**src/rtl/fm_voice_scheduler_if.sv**
```systemverilog
// ---------------------------------------------------------------------------
// fm_voice_scheduler_if
//   Operator request/accept bus between the voice scheduler and the shared
//   FM operator/sine datapath.
//   master (scheduler): IO_op_req, IO_op_voice, IO_op_sel, IO_op_mod_in out;
//                       IO_op_ack, IO_op_result in
//   slave  (datapath) : mirror image of master
//   A transfer happens on every cycle with IO_op_req && IO_op_ack;
//   IO_op_result is valid in that same cycle.
// ---------------------------------------------------------------------------
interface fm_voice_scheduler_if #(
  parameter int VOICES   = 8,
  parameter int SAMPLE_W = 12
);
  localparam int VI_W = $clog2(VOICES);

  logic                       IO_op_req;
  logic [VI_W-1:0]            IO_op_voice;
  logic                       IO_op_sel;
  logic signed [SAMPLE_W-1:0] IO_op_mod_in;
  logic                       IO_op_ack;
  logic signed [SAMPLE_W-1:0] IO_op_result;

  modport master (
    output IO_op_req, IO_op_voice, IO_op_sel, IO_op_mod_in,
    input  IO_op_ack, IO_op_result
  );

  modport slave (
    input  IO_op_req, IO_op_voice, IO_op_sel, IO_op_mod_in,
    output IO_op_ack, IO_op_result
  );
endinterface

```
**src/rtl/fm_voice_scheduler.sv**
```systemverilog
// ---------------------------------------------------------------------------
// fm_voice_scheduler
//   Once per audio strobe, walks voices 0..VOICES-1; for each enabled voice it
//   issues a modulator request then a carrier request (carrier phase-modulated
//   by the modulator result), sums the carrier outputs and publishes one
//   mixed sample.
//
//   Optional build macro: SCHED_MOD_FEEDBACK_EN
//     defined   : per-voice modulator self-feedback (last result >>> 1) is
//                 applied as the modulator's mod_in and persists across frames.
//     undefined : modulator mod_in is 0, no feedback storage.
//
// Ports
//   IO_main_clk     in  system clock
//   IO_rst_n        in  asynchronous active-low reset
//   IO_audio_clk    in  1-cycle sample strobe (IO_main_clk domain)
//   IO_voice_en     in  per-voice enable, sampled as the scan reaches a voice
//   op              operator bus (master side), see fm_voice_scheduler_if
//   IO_sample       out signed mixed sample, held between frames
//   IO_sample_valid out 1-cycle pulse while IO_sample holds a new frame
//   IO_busy         out frame in progress
//   IO_overrun      out sticky: strobe seen while busy
//   IO_overrun_clr  in  clears IO_overrun (a concurrent set wins)
// ---------------------------------------------------------------------------
module fm_voice_scheduler #(
  parameter  int VOICES   = 8,
  parameter  int SAMPLE_W = 12,
  localparam int VI_W     = $clog2(VOICES),
  localparam int ACC_W    = SAMPLE_W + VI_W
) (
  input  logic                    IO_main_clk,
  input  logic                    IO_rst_n,
  input  logic                    IO_audio_clk,
  input  logic [VOICES-1:0]       IO_voice_en,
  fm_voice_scheduler_if.master    op,
  output logic signed [ACC_W-1:0] IO_sample,
  output logic                    IO_sample_valid,
  output logic                    IO_busy,
  output logic                    IO_overrun,
  input  logic                    IO_overrun_clr
);

  typedef enum logic [2:0] {
    S_IDLE,
    S_SCAN,
    S_MOD,
    S_CAR,
    S_PUBLISH
  } state_t;

  state_t                     r_state;
  state_t                     w_state_next;
  logic [VI_W-1:0]            r_voice;
  logic signed [ACC_W-1:0]    r_acc;
  logic signed [ACC_W-1:0]    r_sample;
  logic signed [SAMPLE_W-1:0] r_mod;
  logic                       r_overrun;

  logic                       w_ack;
  logic                       w_last;
  logic signed [SAMPLE_W-1:0] w_result;
  logic signed [ACC_W-1:0]    w_res_ext;
  logic signed [ACC_W-1:0]    w_acc_add;
  logic signed [SAMPLE_W-1:0] w_mod_fb;

  assign w_ack     = op.IO_op_ack;
  assign w_result  = op.IO_op_result;
  assign w_last    = (r_voice == VI_W'(VOICES - 1));
  assign w_res_ext = {{VI_W{w_result[SAMPLE_W-1]}}, w_result};
  assign w_acc_add = r_acc + w_res_ext;

`ifdef SCHED_MOD_FEEDBACK_EN
  logic signed [SAMPLE_W-1:0] r_fb [VOICES];

  always_ff @(posedge IO_main_clk or negedge IO_rst_n) begin
    if (!IO_rst_n) begin
      for (int unsigned i = 0; i < VOICES; i++) begin
        r_fb[i] <= '0;
      end
    end else if (r_state == S_MOD && w_ack) begin
      r_fb[r_voice] <= w_result >>> 1;
    end
  end

  assign w_mod_fb = r_fb[r_voice];
`else
  assign w_mod_fb = '0;
`endif

  // State register
  always_ff @(posedge IO_main_clk or negedge IO_rst_n) begin
    if (!IO_rst_n) begin
      r_state <= S_IDLE;
    end else begin
      r_state <= w_state_next;
    end
  end

  // Next-state logic
  always_comb begin
    w_state_next = r_state;
    case (r_state)
      S_IDLE: begin
        if (IO_audio_clk) w_state_next = S_SCAN;
      end
      S_SCAN: begin
        if (IO_voice_en[r_voice]) w_state_next = S_MOD;
        else if (w_last)          w_state_next = S_PUBLISH;
      end
      S_MOD: begin
        if (w_ack) w_state_next = S_CAR;
      end
      S_CAR: begin
        if (w_ack) w_state_next = w_last ? S_PUBLISH : S_SCAN;
      end
      S_PUBLISH: begin
        w_state_next = S_IDLE;
      end
      default: begin
        w_state_next = S_IDLE;
      end
    endcase
  end

  // Outputs decoded from registered state and registered data only
  always_comb begin
    op.IO_op_req    = 1'b0;
    op.IO_op_sel    = 1'b0;
    op.IO_op_mod_in = '0;
    op.IO_op_voice  = r_voice;
    case (r_state)
      S_MOD: begin
        op.IO_op_req    = 1'b1;
        op.IO_op_mod_in = w_mod_fb;
      end
      S_CAR: begin
        op.IO_op_req    = 1'b1;
        op.IO_op_sel    = 1'b1;
        op.IO_op_mod_in = r_mod;
      end
      default: ;
    endcase
  end

  assign IO_busy         = (r_state != S_IDLE);
  assign IO_sample_valid = (r_state == S_PUBLISH);
  assign IO_sample       = r_sample;
  assign IO_overrun      = r_overrun;

  // Frame datapath: voice index, modulator latch, accumulator, published sample
  always_ff @(posedge IO_main_clk or negedge IO_rst_n) begin
    if (!IO_rst_n) begin
      r_voice  <= '0;
      r_acc    <= '0;
      r_mod    <= '0;
      r_sample <= '0;
    end else begin
      case (r_state)
        S_IDLE: begin
          if (IO_audio_clk) begin
            r_voice <= '0;
            r_acc   <= '0;
          end
        end
        S_SCAN: begin
          if (!IO_voice_en[r_voice] && !w_last) r_voice <= r_voice + 1'b1;
        end
        S_MOD: begin
          if (w_ack) r_mod <= w_result;
        end
        S_CAR: begin
          if (w_ack) begin
            r_acc <= w_acc_add;
            if (!w_last) r_voice <= r_voice + 1'b1;
          end
        end
        default: ;
      endcase

      // The sample register is loaded on entry to PUBLISH so that the new
      // value and the valid pulse appear together; a final carrier ack folds
      // its result in on the same edge.
      if (w_state_next == S_PUBLISH && r_state != S_PUBLISH) begin
        r_sample <= (r_state == S_CAR) ? w_acc_add : r_acc;
      end
    end
  end

  // Sticky overrun: set has priority over clear
  always_ff @(posedge IO_main_clk or negedge IO_rst_n) begin
    if (!IO_rst_n) begin
      r_overrun <= 1'b0;
    end else if (IO_audio_clk && r_state != S_IDLE) begin
      r_overrun <= 1'b1;
    end else if (IO_overrun_clr) begin
      r_overrun <= 1'b0;
    end
  end

endmodule

```
**src/flat_wrapper.sv**
```systemverilog
// flat-port wrapper written by rule: the top's interface ports become plain ports
module fm_voice_scheduler_flat 
#(
  parameter  int VOICES   = 8,
  parameter  int SAMPLE_W = 12,
  localparam int VI_W     = $clog2(VOICES),
  localparam int ACC_W    = SAMPLE_W + VI_W
)
  (IO_main_clk, IO_rst_n, IO_audio_clk, IO_voice_en, IO_sample, IO_sample_valid, IO_busy, IO_overrun, IO_overrun_clr, op_IO_op_req, op_IO_op_voice, op_IO_op_sel, op_IO_op_mod_in, op_IO_op_ack, op_IO_op_result);
  fm_voice_scheduler_if #(.VOICES(VOICES), .SAMPLE_W(SAMPLE_W)) op_i ();
  input  logic IO_main_clk;
  input  logic IO_rst_n;
  input  logic IO_audio_clk;
  input  logic [VOICES-1:0] IO_voice_en;
  output logic signed [ACC_W-1:0] IO_sample;
  output logic IO_sample_valid;
  output logic IO_busy;
  output logic IO_overrun;
  input  logic IO_overrun_clr;
  output wire logic [$bits(op_i.IO_op_req)-1:0] op_IO_op_req;
  output wire logic [$bits(op_i.IO_op_voice)-1:0] op_IO_op_voice;
  output wire logic [$bits(op_i.IO_op_sel)-1:0] op_IO_op_sel;
  output wire logic [$bits(op_i.IO_op_mod_in)-1:0] op_IO_op_mod_in;
  input wire logic [$bits(op_i.IO_op_ack)-1:0] op_IO_op_ack;
  input wire logic [$bits(op_i.IO_op_result)-1:0] op_IO_op_result;
  assign op_IO_op_req = op_i.IO_op_req;
  assign op_IO_op_voice = op_i.IO_op_voice;
  assign op_IO_op_sel = op_i.IO_op_sel;
  assign op_IO_op_mod_in = op_i.IO_op_mod_in;
  assign op_i.IO_op_ack = op_IO_op_ack;
  assign op_i.IO_op_result = op_IO_op_result;
  fm_voice_scheduler #(.VOICES(VOICES), .SAMPLE_W(SAMPLE_W)) u_core (.IO_main_clk(IO_main_clk), .IO_rst_n(IO_rst_n), .IO_audio_clk(IO_audio_clk), .IO_voice_en(IO_voice_en), .op(op_i), .IO_sample(IO_sample), .IO_sample_valid(IO_sample_valid), .IO_busy(IO_busy), .IO_overrun(IO_overrun), .IO_overrun_clr(IO_overrun_clr));
endmodule
```
**config.mk**
```make
export PLATFORM = sky130hd
export DESIGN_NAME = fm_voice_scheduler_flat
export DESIGN_NICKNAME = d
export VERILOG_FILES = /design/src/rtl/fm_voice_scheduler_if.sv /design/src/rtl/fm_voice_scheduler.sv /design/src/flat_wrapper.sv
export SDC_FILE = /design/constraint.sdc
export NUM_CORES = 1
export LEC_CHECK = 0
export BUFFER_PORTS_ARGS = -buffer_cell sky130_fd_sc_hd__buf_2
export CAP_MARGIN = 30
export CORE_UTILIZATION = 33
export CTS_BUF_LIST = sky130_fd_sc_hd__clkbuf_2 sky130_fd_sc_hd__clkbuf_4 sky130_fd_sc_hd__clkbuf_8
export CTS_CLUSTER_DIAMETER = 200
export DETAILED_ROUTE_END_ITERATION = 8
export PLACE_DENSITY = 0.56
export SETUP_SLACK_MARGIN = 0.5
export SYNTH_ARGS = -nofsm -noshare
export SYNTH_HDL_FRONTEND = slang
export SYNTH_SLANG_ARGS = --single-unit
```
**constraint.sdc**
```tcl
create_clock -name IO_main_clk -period 2.7 [get_ports IO_main_clk]
set_clock_uncertainty 0.05 [all_clocks]
set_input_delay 0.81 -clock IO_main_clk [delete_from_list [all_inputs] [get_ports IO_main_clk]]
set_output_delay 0.81 -clock IO_main_clk [all_outputs]
set_load 0.01 [all_outputs]
```
==> results by group, run 1 <==
Final layout
  • Filler cells: 809
  • Area of the multi-input gates: 2130 um^2
  • Antenna diodes: 0
  • Area delta synth->final: 48.8%
  • Final instance area: about 4500 um^2
  • Final non-filler cell total: 528
  • Flip-flop and latch area: 1230 um^2
  • Final Net Count: 463
  • Finished Core Util: 51.2%
  • Fraction of layout instances using a drive strength above 1: between 50% and 60%

Power and ir drop
  • VDD IR max: between 400 and 500 uV
  • Final Power: 0.00420 W
  • P_sw: around 0.0017 W
  • Sequential Power Share: 29.1%
  • Cell Int Power: 0.00253 W
  • Clock share of power: 12.4%
  • PD cells: 931 nW/um^2
  • Comb power frac: 58.5%
  • Switch share: 39.8%
  • Leakage power: 2.04 nW

Die
  • Row count: 34
  • Core Region: 8810 um^2
  • Initial Util: 34.4%
  • Chip width: 97.8 um
  • Die ar.: ~9600 um^2
  • I/O Pins: 60
  • Die height: 97.8 um

Synth
  • Synth Flop Type: dfrtp_1
  • Post-synthesis area per instance: 9.56 um^2
  • Syn Inst Count: 317
  • Yosys cell types: 52
  • Post-Synthesis Cell Area: 3030 um^2
  • Synthesized flop and latch total: 49
  • Syn nets: 360
  • Post-synth EDFFs: 0
  • FFs w/ async S/R, synth: 100%
  • Seq/Total Area, Yosys: about two fifths
  • Synth warnings: 0

Place
  • Placed Cells: 497
  • DP HPWL: roughly 5.6 mm
  • Port Buffers: 59
  • GPL Wtd Cong: 0.851
  • DP Area: 3700 um^2

Clock network
  • Clk Latency, worst-skew pair: 0.31 ns
  • CTS Buf Count: 5
  • Clk root buf: clkbuf_8
  • H-Tree Depth: 2
  • CTS tree: yes
  • Reg clk slew, reported paths: 0.10 ns
  • Clock sink total: 49
  • Clock Path Buffers: 2

Critical path
  • Critical Path Start: op_IO_op_result[0]
  • Most used cell along the critical path: o21a_1
  • Worst EP required: roughly 2.8 ns
  • Worst R2R Setup Slack: 0.28 ns
  • Slowest-stage cell, CP: fa_2
  • Setup crit end: u_core.r_acc[8]
  • Reg2reg end: u_core.IO_sample[14]
  • Crit-path max FO: 3
  • Worst r2r src: u_core.op.IO_op_voice[1]
  • CP cell instances: buf_6, ha_4, inv_2, fa_2, nor2b_4, o2111ai_4, a21boi_2, o21a_1, o21a_1, nor3_1, buf_4, mux2_2
  • Startpoint Class: input port
  • R2R cell count: 8
  • CP Capture Type: register
  • Setup CP Type: in2reg
  • Max stage delay on crit path: 0.36 ns
  • Critical path arrival: roughly 2.6 ns

Global routing
  • Grt total ovfl: 0
  • Vias in the first global route: 2772
  • Largest net degree at the start of global routing: 29
  • Global-route wire length before repair: 14.1 mm
  • GRT Util Overall: 18.5%
  • Initial antenna violation count: 0

Drt
  • DR vias/cell: 5.34
  • TritonRoute pass-1 iters: 6
  • ANT nets after route: 0
  • Routed vias: 2819
  • Routed wire per std cell: 16.2 um
  • Final WL: 8.56 mm
  • Detailed Route Iter0 Violations: 78
  • Drt drc: 8

Run status
  • Status: finished, violations left
  • Failing checks: DRC

STA
  • Final setup vio count: 0
  • Worst hold slack: 0.430 ns
  • Slew HR: between 50 and 60%
  • Max Clk Rate: 402 MHz
  • Slew @ Worst Pin: 0.622 ns
  • Final Cycle Share: 92.2%
  • Final Slew Violations: 0
  • Final min period: 2.49 ns
  • Hold Vio Cnt, Final: 0
  • RSZ-0062 raised after global routing: yes

Min path
  • Hold crit path type: in2async

Flow run
  • Max Cap Viol: 0
[stage by stage]
step	worst slack, ns	TNS [ns]
global route	0.124	0
finish	0.210	0
global placement	-0.127	-0.473
floorplan	0.114	0
CTS	0.246	0
detailed placement	-0.163	-0.695
[synthesized netlist by cell type, types with 2 or more instances]
cell type	number	area (um^2)
xor2_1	3	26.3
or3_1	3	18.8
nand3b_1	2	15.0
o21ai_0	19	95.1
nor2b_1	7	43.8
and3_1	13	81.3
a31oi_1	9	56.3
clkbuf_1	11	41.3
nand3_1	3	15.0
o22a_1	2	17.5
nand4_1	4	25.0
nand2b_1	3	18.8
nor2_1	20	75.1
nor3_1	6	30.0
mux4_1	2	52.6
mux2_2	18	203
nand2_1	49	184
inv_1	7	26.3
a211oi_1	3	22.5
dfrtp_1	49	1230
a21oi_1	14	70.1
a2bb2oi_1	2	17.5
o21a_1	6	45.0
a21o_1	10	75.1
ha_1	17	213
o31ai_1	3	22.5
xnor2_1	7	61.3
[cell usage in the layout (no fill, tap or decap), drive strengths merged, types with 2 or more instances in the layout]
| cell | instances |
|---|---|
| a21o | 10 |
| a211oi | 3 |
| mux2 | 18 |
| nand2 | 49 |
| ha | 17 |
| and3 | 13 |
| clkinv | 4 |
| nor3 | 6 |
| nand4 | 4 |
| mux4 | 2 |
| clkbuf | 5 |
| dfrtp | 49 |
| a21oi | 14 |
| a2bb2oi | 2 |
| or3 | 4 |
| xnor2 | 7 |
| a31oi | 9 |
| nand3 | 3 |
| o31ai | 3 |
| nor2 | 20 |
| xor2 | 3 |
| o21ai | 20 |
| nand3b | 2 |
| o22a | 2 |
| buf | 109 |
| o21a | 7 |
| nor2b | 7 |
| nand2b | 3 |
| inv | 7 |
[layer usage]
layer,vias up,global-route usage (%),part of all wire [%]
met5,-,0,0
met4,0,5.24,1.1
met3,8,3.08,3.9
met2,75,29.5,47
met1,1384,25.7,48
li1,1352,-,-
[flip-flops by register name, indices dropped and copies added (netlist names)]
| register | cells |
|---|---|
| u_core.IO_sample | 15 |
| u_core.op.IO_op_voice | 3 |
| u_core.r_mod | 12 |
| u_core.r_state | 3 |
| u_core.IO_overrun | 1 |
| u_core.r_acc | 15 |
[area by class of cell]
cell class | count | share of cell area (%)
inverters | 8 | 0.943
clock inverters | 2 | 0.777
well taps | 108 | 3.00
repair inverters | 2 | 0.721
flip-flops and latches | 49 | 27.2
clock buffers | 5 | 1.53
repair buffers | 109 | 18.6
multi-input cells | 245 | 47.2
[cells by family (layout without fill, tap and decap cells)]
group,count (synthesis),count (layout),share of synthesized area (%)
and+or+nand+nor,114,114,17.9
AOI/OAI and AO/OA,82,82,18.2
DFF,49,49,40.5
buffers and inverters,23,126,4.09
muxes,21,21,8.75
adders and majority gates,18,18,7.68
xor gates and xnor gates,10,10,2.89
[critical path: cells and delay by family]
family | cells | cell delay, ns
buf+inv | 3 | 0.26
simple gates | 2 | 0.20
fa+ha+maj | 2 | 0.49
mux | 1 | 0.25
compound gates | 4 | 0.61
[power by group through the flow]
stage | registers [W] | logic, W | clock network, W
4_1_cts | 0.00120 | 0.00230 | 0.000538
5_1_grt | 0.00126 | 0.00269 | 0.000567
6_report | 0.00122 | 0.00246 | 0.000523
2_1_floorplan | 0.00120 | 0.00126 | 0
3_3_place_gp | 0.00120 | 0.00185 | 0
3_5_place_dp | 0.00121 | 0.00187 | 0
[repair_timing]
| item | CTS | global route |
|---|---|---|
| endpoints found under the setup margin | 39 | 44 |
| gates cloned | 3 | 0 |
| gates resized for setup | 69 | 44 |
| buffers inserted | 17 | 4 |
| hold endpoints to repair | 0 | 0 |
| hold buffers | 0 | 0 |
| pin swaps | 39 | 30 |
[worst min-delay path by stage]
stage                     slack (ns)                   to                 from  cells after the start
final                           0.43     u_core.r_acc[11]             IO_rst_n                      1
after global routing            0.46     u_core.r_acc[11]             IO_rst_n                      1
after CTS                       0.44     u_core.r_acc[11]             IO_rst_n                      1
after detailed placement        0.42  u_core.IO_sample[3]  u_core.IO_sample[3]                      2
after global placement          0.41  u_core.IO_sample[3]  u_core.IO_sample[3]                      2
after floorplan                 0.42      u_core.r_mod[0]      u_core.r_mod[0]                      1
(Power assumes the default switching activity.)
==> inputs of run 2 (changes only) <==
- CORE_ASPECT_RATIO: unset -> 0.5
- GPL_TIMING_DRIVEN: unset -> 0
==> results by group, run 2 (synthesized netlist as in run 1, its figures left out) <==
STA
  • Max Clk Rate: 400 MHz (-0.35%)
  • Slew @ Worst Pin: 0.745 ns (+0.123 ns)
  • Worst hold slack: 0.460 ns (+0.0303 ns)
  • Final Cycle Share: 92.6% (+0.32 points)
  • RSZ-0062 raised after global routing: yes
  • Final setup vio count: 0 (unchanged)
  • Final WS setup: 0.201 ns (-0.00871 ns)
  • Final Slew Violations: 0 (unchanged)
  • Final min period: 2.50 ns (+0.00871 ns)
  • Slew HR: 50.3% (-8.2 points)
  • Hold Vio Cnt, Final: 0 (unchanged)

Die
  • I/O Pins: 60 (unchanged)
  • Row count: 24 (-29%)
  • Core Region: 8800 um^2 (about the same)
  • Chip width: 138 um (+41%)
  • Die ar.: 9590 um^2 (+0.24%)
  • Initial Util: 34.4% (about the same)
  • Die height: 69.8 um (-29%)

Critical path
  • Crit path depth: 9 (-3)
  • Worst R2R Setup Slack: 0.30 ns (+0.02 ns)
  • R2R cell count: 8 (unchanged)
  • Crit-path max FO: 10 (+7)
  • Startpoint Class: input port
  • Critical path arrival: 2.64 ns (about the same)
  • Worst EP required: 2.85 ns (about the same)
  • Most used cell along the critical path: a21o_1
  • CP Capture Type: register
  • Reg2reg end: u_core.IO_sample[6]
  • Top cell family by delay on the critical path: compound AO/OA/AOI/OAI gates
  • Worst r2r src: u_core.op.IO_op_voice[1]
  • Slowest-stage cell, CP: mux2_4
  • Setup CP Type: in2reg
  • WP buf/inv: 2 (-1)
  • CP cell instances: clkbuf_4, ha_1, buf_4, a21o_1, a21o_1, o31ai_4, mux2_4, nand3_2, o311ai_2
  • Max stage delay on crit path: 0.33 ns (-0.03 ns)

Flow run
  • Max Cap Viol: 0 (unchanged)

Final layout
  • Filler cells: 774 (-4.3%)
  • Final instance area: 4600 um^2 (+2.1%)
  • Most frequent cells in the layout: 48 x dfrtp_1, 40 x nand2_1, 40 x buf_2
  • Area delta synth->final: 51.9%
  • Final non-filler cell total: 542 (+2.7%)
  • Flip-flop and latch area: 1230 um^2 (-0.10%)
  • Most common cell after layout, fill and taps aside: dfrtp_1
  • Antenna diodes: 0 (unchanged)
  • Fraction of layout instances using a drive strength above 1: 50.8% (-0.13 points)
  • Final Net Count: 467 (+0.86%)
  • Area of the multi-input gates: 2060 um^2 (-3.4%)

Place
  • Pre-CTS setup slack: -0.238 ns (-0.0741 ns)
  • DP Area: 3610 um^2 (-2.5%)
  • Port Buffers: 59 (unchanged)
  • DP HPWL: 6.20 mm (+10%)
  • Placed Cells: 494 (-0.60%)
  • GPL Wtd Cong: 0.851 (about the same)

Min path
  • Hold EP: u_core.IO_sample[9]
  • Worst hold path cell count: 1
  • Hold wc startpoint: u_core.IO_sample[9]
  • Hold crit path type: reg2reg

Drt
  • Routed vias: 2871 (+1.8%)
  • Detailed Route Iter0 Violations: 167 (+110%)
  • Final WL: 9.49 mm (+11%)
  • Drt drc: 0 (-8)
  • ANT nets after route: 0 (unchanged)
  • Routed wire per std cell: 17.5 um (+7.9%)
  • TritonRoute pass-1 iters: 4 (-2)
  • DR vias/cell: 5.30 (-0.79%)

Clock network
  • Reg clk slew, reported paths: 0.09 ns (about the same)
  • Hold-fix buffers at CTS: 0 (unchanged)
  • CTS tree: yes
  • Clk Latency, worst-skew pair: 0.33 ns (+0.02 ns)
  • Clk root buf: clkbuf_8
  • Clock Path Buffers: 2 (unchanged)
  • Clock sink total: 49 (unchanged)
  • H-Tree Depth: 2 (unchanged)
  • CTS Buf Count: 5 (unchanged)

Global routing
  • Global-route wire length before repair: 14.8 mm (+4.9%)
  • Initial antenna violation count: 0 (unchanged)
  • Vias in the first global route: 2891 (+4.3%)
  • GRT Util Overall: 20.3% (+1.8 points)
  • Largest net degree at the start of global routing: 30 (+3.4%)
  • Grt total ovfl: 0 (unchanged)

Run status
  • Status: complete, no violations

Power and ir drop
  • Leakage power: 2.10 nW (+3.1%)
  • PD cells: 954 nW/um^2 (+2.4%)
  • VDD IR max: 533 uV (+11%)
-- run 2: changes by cell type in the layout (fill, tap and decap cells not counted), sizes merged --
cell and delta:
bufinv -1, buf -6, clkinv -2, clkbuf +14
-- run 2: worst max-delay path by stage --
stage	slack (ns)	endpoint	from
floorplan	0.11	u_core.IO_sample[14]	IO_voice_en[6]
global placement	-0.18	u_core.r_acc[14]	op_IO_op_result[11]
detailed placement	-0.24	u_core.r_acc[14]	op_IO_op_result[11]
CTS	0.24	u_core.r_acc[14]	op_IO_op_result[0]
global route	0.11	u_core.r_acc[14]	op_IO_op_result[8]
finish	0.20	u_core.r_acc[14]	op_IO_op_result[11]
-- run 2: stage by stage --
step           TNS [ns]  util [%]  total power, W
2_1_floorplan         0         -         0.00246
3_3_place_gp      -1.47      40.7         0.00298
3_5_place_dp      -1.84      41.0         0.00306
4_1_cts               0      48.9         0.00408
5_1_grt               0      52.3         0.00467
6_report              0      52.3         0.00439
-- run 2: where the power goes --
group | internal, W | switching (W) | leakage [nW]
Clock | 0.000232 | 0.000273 | 0.0542
Combinational | 0.00137 | 0.00131 | 1.43
Sequential | 0.000999 | 0.000207 | 0.618
Total | 0.00260 | 0.00179 | 2.10
-- run 2: cell type report --
type	instances	area share (%)
multi-input combinational	245	44.6
sequential	49	26.7
clock buffer	7	2.09
timing repair buffer	100	18.2
clock inverter	1	0.109
inverter	8	0.978
buffer	15	4.18
tap	117	3.18
-- run 2: repair_timing --
item	4_1_cts	5_1_grt
setup endpoints to repair	39	56
cloned	2	1
setup buffers	21	16
resized for setup	96	40
pin swaps	21	26
-- run 2: layer usage --
metal,track usage (%),wire length (um)
met2,33.4,4520
met3,3.87,398
met4,8.06,245
met1,26.1,4320
met5,0,0
==> inputs of run 3 (changes only) <==
- CORE_MARGIN: unset -> 1
- CORE_UTILIZATION: 33 -> 32
- PLACE_DENSITY: 0.56 -> 0.55
- RECOVER_POWER: unset -> 100
==> results by group, run 3 (synthesized netlist as in run 1, its figures left out) <==
Power and ir drop
  • Comb power frac: 60.6% (-0.4 points)
  • P_sw: 0.00174 W (-2.6%)
  • Sequential Power Share: 28.5% (+1.1 points)
  • Leakage power: 1.95 nW (-7.0%)
  • Switch share: 41.5% (+0.78 points)
  • VDD IR max: 313 uV (-41%)
  • Cell Int Power: 0.00245 W (-5.7%)
  • PD cells: 955 nW/um^2 (about the same)
  • Clock share of power: 10.8% (-0.7 points)

Critical path
  • Worst R2R Setup Slack: 0.26 ns (-0.04 ns)
  • Worst EP required: 1.84 ns (-1.01 ns)
  • Worst r2r src: u_core.op.IO_op_voice[1]
  • Crit-path max FO: 6 (-4)
  • Startpoint Class: register
  • Critical path arrival: 1.67 ns (-0.97 ns)
  • R2R cell count: 8 (unchanged)
  • Reg2reg end: u_core.IO_sample[13]
  • Setup CP Type: reg2out
  • CP Capture Type: output pin

Drt
  • Detailed Route Iter0 Violations: 92 (-45%)
  • Final WL: 9.19 mm (-3.1%)
  • Drt drc: 0 (unchanged)
  • DR vias/cell: 5.34 (+0.86%)
  • TritonRoute pass-1 iters: 4 (unchanged)
  • ANT nets after route: 0 (unchanged)
  • Routed wire per std cell: 17.0 um (-2.8%)
  • Routed vias: 2885 (+0.49%)

Min path
  • Hold crit path type: reg2reg
  • Worst hold path cell count: 1 (unchanged)
  • Hold wc startpoint: u_core.r_mod[5]
  • Hold EP: u_core.r_mod[5]

Clock network
  • Clk Latency, worst-skew pair: 0.32 ns (about the same)
  • Clk root buf: clkbuf_8
  • CTS Buf Count: 5 (unchanged)
  • Hold-fix buffers at CTS: 0 (unchanged)
  • H-Tree Depth: 2 (unchanged)
  • Clock sink total: 49 (unchanged)
  • Reg clk slew, reported paths: 0.10 ns (about the same)
  • CTS tree: yes
  • Clock Path Buffers: 2 (unchanged)

Die
  • I/O Pins: 60 (unchanged)
  • Row count: 24 (unchanged)
  • Initial Util: 33.9% (-0.58 points)
  • Core Region: 8950 um^2 (+1.7%)
  • Die height: 70.8 um (+1.5%)
  • Die ar.: 9890 um^2 (+3.1%)
  • Chip width: 140 um (+1.5%)

STA
  • Hold Vio Cnt, Final: 0 (unchanged)
  • Max Clk Rate: 395 MHz (-1.3%)
  • Final min period: 2.53 ns (+0.0335 ns)
  • Final setup vio count: 0 (unchanged)
  • RSZ-0062 raised after global routing: yes
  • Slew HR: 40.0% (-10 points)
  • Final WS setup: 0.167 ns (-0.0335 ns)
  • Slew @ Worst Pin: 0.900 ns (+0.155 ns)
  • Final Cycle Share: 93.8% (+1.2 points)
  • Final Slew Violations: 0 (unchanged)

Global routing
  • Initial antenna violation count: 0 (unchanged)
  • Grt total ovfl: 0 (unchanged)
  • Vias in the first global route: 2947 (+1.9%)
  • GRT Util Overall: 19.2% (-1.1 points)
  • Largest net degree at the start of global routing: 36 (+20%)
  • Global-route wire length before repair: 14.8 mm (about the same)

Place
  • Pre-CTS setup slack: -0.213 ns (+0.0243 ns)
  • DP Area: 3600 um^2 (-0.21%)
  • Port Buffers: 59 (unchanged)
  • GPL Wtd Cong: 0.852 (+0.13%)
  • DP HPWL: 6.15 mm (-0.87%)

Run status
  • Status: complete, no violations

Final layout
  • Area delta synth->final: 45.0%
  • Filler cells: 822 (+6.2%)
  • Fraction of layout instances using a drive strength above 1: 38.8% (-12 points)
  • Antenna diodes: 0 (unchanged)
  • Final Net Count: 465 (-0.43%)
  • Most frequent cells in the layout: 47 x dfrtp_1, 43 x nand2_1, 33 x clkbuf_1
  • Most common cell after layout, fill and taps aside: dfrtp_1
  • Final instance area: 4400 um^2 (-4.5%)
  • Finished Core Util: 49.1% (-3.2 points)

Flow run
  • Max Cap Viol: 0 (unchanged)
-- run 3: final cells by class --
type	instances	area [um^2]	area share (%)
inverters	8	47.5	1.08
repair buffers	98	756	17.2
plain buffers	15	186	4.24
multi-input cells	245	1940	44.2
well taps	117	146	3.33
clock inverters	2	10.0	0.228
clock buffers	6	76.3	1.74
flip-flops and latches	49	1230	28.0
-- run 3: power by group through the flow --
stage	clock network, W	logic (W)	registers (W)
2_1_floorplan	0	0.00126	0.00120
3_5_place_dp	0	0.00186	0.00120
5_1_grt	0.000498	0.00277	0.00124
3_3_place_gp	0	0.00180	0.00118
6_report	0.000455	0.00254	0.00120
4_1_cts	0.000468	0.00233	0.00119
-- run 3: worst max path at each step --
| stage | from | endpoint | depth (start not counted) |
|---|---|---|---|
| global placement | op_IO_op_result[0] | u_core.r_acc[14] | 11 |
| global route | op_IO_op_result[0] | u_core.r_acc[8] | 11 |
| finish | u_core.r_state[0] | op_IO_op_sel | 7 |
| CTS | op_IO_op_result[0] | u_core.r_acc[14] | 11 |
| detailed placement | op_IO_op_result[11] | u_core.r_acc[14] | 9 |
| floorplan | IO_voice_en[6] | u_core.IO_sample[14] | 8 |
-- run 3: metal layers --
| layer | GRT usage [%] | up-vias | share of wire [%] |
|---|---|---|---|
| met4 | 7.45 | 0 | 1.6 |
| met3 | 4.20 | 14 | 5.2 |
| met2 | 32.1 | 75 | 47 |
| met5 | 0 | - | 0 |
| met1 | 24.6 | 1437 | 46 |
| li1 | - | 1359 | - |
-- run 3: worst max-delay path, cell delays in order (launching register included) --
cell and delay (ns):
dfrtp_1 0.39, nor2b_1 0.34, buf_4 0.18, buf_6 0.10, nand2_8 0.06, inv_6 0.07, buf_12 0.10, buf_6 0.09
-- run 3: stage by stage --
stage          hold WS (ns)  total power (W)  setup TNS (ns)  instances
2_1_floorplan         0.423          0.00246               0        317
4_1_cts               0.352          0.00399               0        522
6_report              0.454          0.00420               0        540
3_3_place_gp          0.414          0.00299           -1.66        493
5_1_grt               0.476          0.00450               0        540
3_5_place_dp          0.417          0.00305           -1.83        494
-- run 3: repair_timing --
action,CTS,global route
gates cloned,2,2
gates resized for setup,84,66
setup endpoints to repair,40,54
hold endpoints to repair,0,0
setup buffers,18,16
pin swaps,17,21
